$ cat src/rtl/trig_seq_multi.sv
// Multi-channel ultrasonic trigger sequencer: fires one registered, one-hot
// trigger pulse per channel slot, in continuous or single-round mode.
module trig_seq_multi #(
    parameter int CHANNELS  = 4,
    parameter int CH_W      = 2,
    parameter int CNT_W     = 20,
    parameter int PULSE_CYC = 10,
    parameter int SLOT_CYC  = 6000
) (
    input  logic                clk_1m,
    input  logic                rst,
    input  logic                en,
    input  logic                mode,
    input  logic                start,
    output logic [CHANNELS-1:0] trig,
    output logic [CH_W-1:0]     chan_idx,
    output logic                slot_start,
    output logic                round_done,
    output logic                busy
);

    typedef enum logic [1:0] {
        ST_IDLE  = 2'd0,
        ST_PULSE = 2'd1,
        ST_WAIT  = 2'd2
    } state_t;

    localparam logic [CNT_W-1:0] PULSE_LAST = CNT_W'(PULSE_CYC - 1);
    localparam logic [CNT_W-1:0] SLOT_LAST  = CNT_W'(SLOT_CYC - 1);
    localparam logic [CH_W-1:0]  CH_LAST    = CH_W'(CHANNELS - 1);

    state_t                state_q, state_d;
    logic [CNT_W-1:0]      cnt_q, cnt_d;
    logic [CH_W-1:0]       ch_q, ch_d;
    logic [CHANNELS-1:0]   trig_q, trig_d;
    logic                  slot_start_q, slot_start_d;
    logic                  round_done_q, round_done_d;
    logic                  busy_q, busy_d;
    logic                  last_ch_s;
    logic [CH_W-1:0]       ch_next_s;

    // Compare-based decode so non-power-of-two channel counts never alias.
    function automatic logic [CHANNELS-1:0] onehot(input logic [CH_W-1:0] idx);
        logic [CHANNELS-1:0] oh;
        for (int i = 0; i < CHANNELS; i++) begin
            oh[i] = (CH_W'(i) == idx);
        end
        return oh;
    endfunction

    assign last_ch_s = (ch_q == CH_LAST);
    assign ch_next_s = last_ch_s ? {CH_W{1'b0}} : ch_q + CH_W'(1);

    // Next-state logic; registered flags are predicted from the next state.
    always_comb begin
        state_d      = state_q;
        cnt_d        = cnt_q;
        ch_d         = ch_q;
        trig_d       = trig_q;
        slot_start_d = 1'b0;
        case (state_q)
            ST_IDLE: begin
                if (en && (!mode || start)) begin
                    state_d      = ST_PULSE;
                    cnt_d        = {CNT_W{1'b0}};
                    ch_d         = {CH_W{1'b0}};
                    trig_d       = onehot({CH_W{1'b0}});
                    slot_start_d = 1'b1;
                end else begin
                    cnt_d  = {CNT_W{1'b0}};
                    trig_d = {CHANNELS{1'b0}};
                end
            end
            ST_PULSE: begin
                cnt_d = cnt_q + CNT_W'(1);
                if (cnt_q == PULSE_LAST) begin
                    trig_d  = {CHANNELS{1'b0}};
                    state_d = ST_WAIT;
                end else begin
                    trig_d = trig_q;
                end
            end
            ST_WAIT: begin
                if (cnt_q == SLOT_LAST) begin
                    // en and mode only take effect here, so a slot is never cut short.
                    if (!en || (mode && last_ch_s)) begin
                        state_d = ST_IDLE;
                        cnt_d   = {CNT_W{1'b0}};
                    end else begin
                        state_d      = ST_PULSE;
                        ch_d         = ch_next_s;
                        cnt_d        = {CNT_W{1'b0}};
                        trig_d       = onehot(ch_next_s);
                        slot_start_d = 1'b1;
                    end
                end else begin
                    cnt_d = cnt_q + CNT_W'(1);
                end
            end
            default: begin
                state_d = ST_IDLE;
                cnt_d   = {CNT_W{1'b0}};
                trig_d  = {CHANNELS{1'b0}};
            end
        endcase
        round_done_d = (state_d == ST_WAIT) && (cnt_d == SLOT_LAST) && (ch_d == CH_LAST);
        busy_d       = (state_d != ST_IDLE);
    end

    // State and output registers.
    always_ff @(posedge clk_1m or negedge rst) begin
        if (!rst) begin
            state_q      <= ST_IDLE;
            cnt_q        <= {CNT_W{1'b0}};
            ch_q         <= {CH_W{1'b0}};
            trig_q       <= {CHANNELS{1'b0}};
            slot_start_q <= 1'b0;
            round_done_q <= 1'b0;
            busy_q       <= 1'b0;
        end else begin
            state_q      <= state_d;
            cnt_q        <= cnt_d;
            ch_q         <= ch_d;
            trig_q       <= trig_d;
            slot_start_q <= slot_start_d;
            round_done_q <= round_done_d;
            busy_q       <= busy_d;
        end
    end

    assign trig       = trig_q;
    assign chan_idx   = ch_q;
    assign slot_start = slot_start_q;
    assign round_done = round_done_q;
    assign busy       = busy_q;

endmodule

$ cat config.mk
export PLATFORM = sky130hd
export DESIGN_NAME = trig_seq_multi
export DESIGN_NICKNAME = d
export VERILOG_FILES = /design/src/rtl/trig_seq_multi.sv
export SDC_FILE = /design/constraint.sdc
export NUM_CORES = 1
export LEC_CHECK = 0
export ABC_AREA = 1
export CAP_MARGIN = 10
export CORE_MARGIN = 4
export CORE_UTILIZATION = 36
export CTS_CLUSTER_SIZE = 25
export DETAILED_ROUTE_END_ITERATION = 6
export GPL_ROUTABILITY_DRIVEN = 0
export PLACE_DENSITY_LB_ADDON = 0.15
export REMOVE_ABC_BUFFERS = 1
export SYNTH_ARGS = -nofsm -noshare
export SYNTH_HDL_FRONTEND = slang
export SYNTH_SLANG_ARGS = --single-unit
$ cat constraint.sdc
create_clock -name clk_1m -period 4.6 [get_ports clk_1m]
set_input_delay 0.92 -clock clk_1m [delete_from_list [all_inputs] [get_ports clk_1m]]
set_output_delay 0.92 -clock clk_1m [all_outputs]
set_load 0.005 [all_outputs]
==> metrics.txt <==
placed cells=349; max-slew violation count=0; Die X=81.4 um; Worst Max-Slew Pin Slew=0.409 ns; Clock power frac=30.3%; Hold Path Depth=2; NumNets Final=302; initial core utilization=37.5%; startpoint types=flop; GRT overflow=0; CTS tree=done; drt via density=4.54; fraction of registers with async set/reset=100%; Seq pwr share=43.6%; pin count of the biggest net entering global routing=32; Die Y-Extent=81.4 um; Critical R2R Launch=cnt_q[0]; setup slack, reg-to-reg=2.66 ns; Layout area overhead=15.6%; Worst VDD drop=0.176 mV; post-route DRC violation count=0; family with the most delay on the worst path=buffers and inverters; Pint=483 uW; clk_lat worst skew=0.28 ns; Sink Count=31; Slew Limit Headroom=72.7%; I/O pin count=14; wire length per cell=11.8 um; P_leak=1.06 nW; Crit Path Class=reg2out; crit-path max FO=6; element type at the critical path end=primary output; drt total wl=4190 um; Yosys reg bits=31; unrepaired setup endpoints after global routing=no; CTS Buf Count=5; Cells after Synth=267; hold endpoint=trig[2]; Max clock buf depth=2; Reg-to-Reg End=round_done; CTS H-tree depth=2; Setup WS pre-CTS=2.27 ns; post-synth top area share=39.9%; Comb power frac=26.1%; final hold slack=0.489 ns; antenna violations before repair=0; Tightest Hold Check Type=reg2reg; Hold Path Origin=trig[2]; Layout Skew=0.00455 ns; DR vias=1615; P_sw=236 uW; Seq/Total Area, Yosys=39.9%; maximum clock frequency=0.453 GHz; Yosys top cell by area=dfrtp_1; post-route setup TNS=0 ns; outcome=finished clean; dpl hpwl=3200 um; hold buffers post-CTS=0; Final Power=719 uW; Final WS setup=2.39 ns; Core ar.=0.00517 mm^2; global-route wire length before repair=7480 um; final period utilization=48.0%; Post-synth top flop=dfrtp_1; Max Cap Violations=0; die area=0.00663 mm^2; pwr dens=320 mW/mm^2; Design Area, Final=0.00224 mm^2; CP Data Required Time=3.68 ns; drt first pass iters=4; Critical Path AT=1.29 ns; Mapped Area=0.00194 mm^2; final cell count without fillers=356; EDFF count, synth=0; postcts setup bufs=0; CP max stage delay=0.55 ns; clock edge transition at the registers on the reported setup and hold paths=0.06 ns; # port buffers=13; final worst path period need=2.21 ns; post-synth cell types=25; share of layout cells above drive strength 1=8.39%; worst path cell trace=clkdlybuf4s50_1; # diodes=0; Area after DPL=0.00216 mm^2; GRT Total Usage=14.8%; Iter 0 DRT Violations=61; vias in the first global route=1594; Area contributors post-synth=dfrtp_1 40%, nand2_1 13%, nor2_1 10%, ha_1 7.1%, inv_1 6.4%; Synth Warn #=0; switching share of power=32.8%; final setup fails=0; post-layout util=43.4%; synthesized area per cell=7.27 um^2; Buf/Inv on CP=1; Worst R2R Path Depth=11; post-route ant nets=0; Final Hold Viols=0; root buf cell=clkbuf_8; crit path max-delay cell type=clkdlybuf4s50_1; Post-CTS Resized=0; # rows=26
area by class of cell:
type	instances	area [um^2]
Clock buffer	6	82.6
Clock inverter	1	5.00
Fill cell	568	2930
Inverter	34	128
Multi-Input combinational cell	200	1030
Sequential cell	31	776
Tap cell	70	87.6
Timing Repair Buffer	14	138
cell usage after synthesis (2+ instances only):
library cell and number:
nor2_4 2, buf_2 2, ha_1 11, nand4_1 6
o21ai_0 7, nor2_1 53, nand3_2 2, nor3_1 2
nor2_2 4, dfrtp_1 31, nand3_1 19, xor2_1 7
nand2_1 69, o21ai_1 2, a21oi_1 4, nand2_4 2
inv_1 33, or2_2 2, nand2_2 3
layer usage:
metal  share of wire [%]  GRT usage, %  up-vias
li1                    -             -      868
met4                 1.3          5.07        0
met1                  52          20.5      723
met3                 3.1          3.62        7
met5                   0             0        -
met2                  43          22.2       17
power by group through the flow:
stage,Clock (mW),Combinational (mW),Sequential [mW]
CTS,0.225,0.192,0.314
global route,0.238,0.216,0.315
finish,0.218,0.188,0.313
detailed placement,0,0.190,0.319
global placement,0,0.189,0.318
floorplan,0,0.120,0.316
cell families (layout without fill, tap and decap cells):
family | Yosys count | after routing | synth area share [%]
AOI/OAI and AO/OA | 14 | 14 | 3.74
xor gates and xnor gates | 8 | 8 | 3.61
adders and majority gates | 11 | 11 | 7.09
buffers and inverters | 36 | 55 | 7.09
DFF | 31 | 31 | 39.9
muxes | 1 | 1 | 0.580
and+or+nand+nor | 166 | 166 | 38.0
cells in the final DEF, fill, tap and decap left out:
cell type        count
a21oi_1              4
buf_4                1
clkbuf_8             6
clkdlybuf4s50_1     13
clkinv_2             1
dfrtp_1             31
ha_1                11
inv_1               33
inv_2                1
mux2_1               1
nand2_1             69
nand2_2              3
nand2_4              2
nand3_1             19
nand3_2              2
nand3b_1             1
nand4_1              6
nor2_1              53
nor2_2               4
nor2_4               2
nor3_1               2
nor3b_1              1
o21ai_0              7
o21ai_1              2
o21bai_1             1
or2_2                2
xnor2_1              1
xor2_1               7
sequential cells by signal (all words and copies together) (netlist names):
signal      count
cnt_q          20
trig            4
chan_idx        2
state_q         2
busy            1
round_done      1
slot_start      1
how the worst max path moves through the flow:
stage,start,end,slack (ns),cells after the start
after CTS,chan_idx[0],chan_idx[0],2.38,1
after global routing,chan_idx[0],chan_idx[0],2.31,1
after global placement,mode,round_done,2.28,11
final,chan_idx[0],chan_idx[0],2.39,1
after floorplan,mode,trig[0],2.81,5
after detailed placement,mode,trig[0],2.27,6
Power figures use the tool's default switching activity.
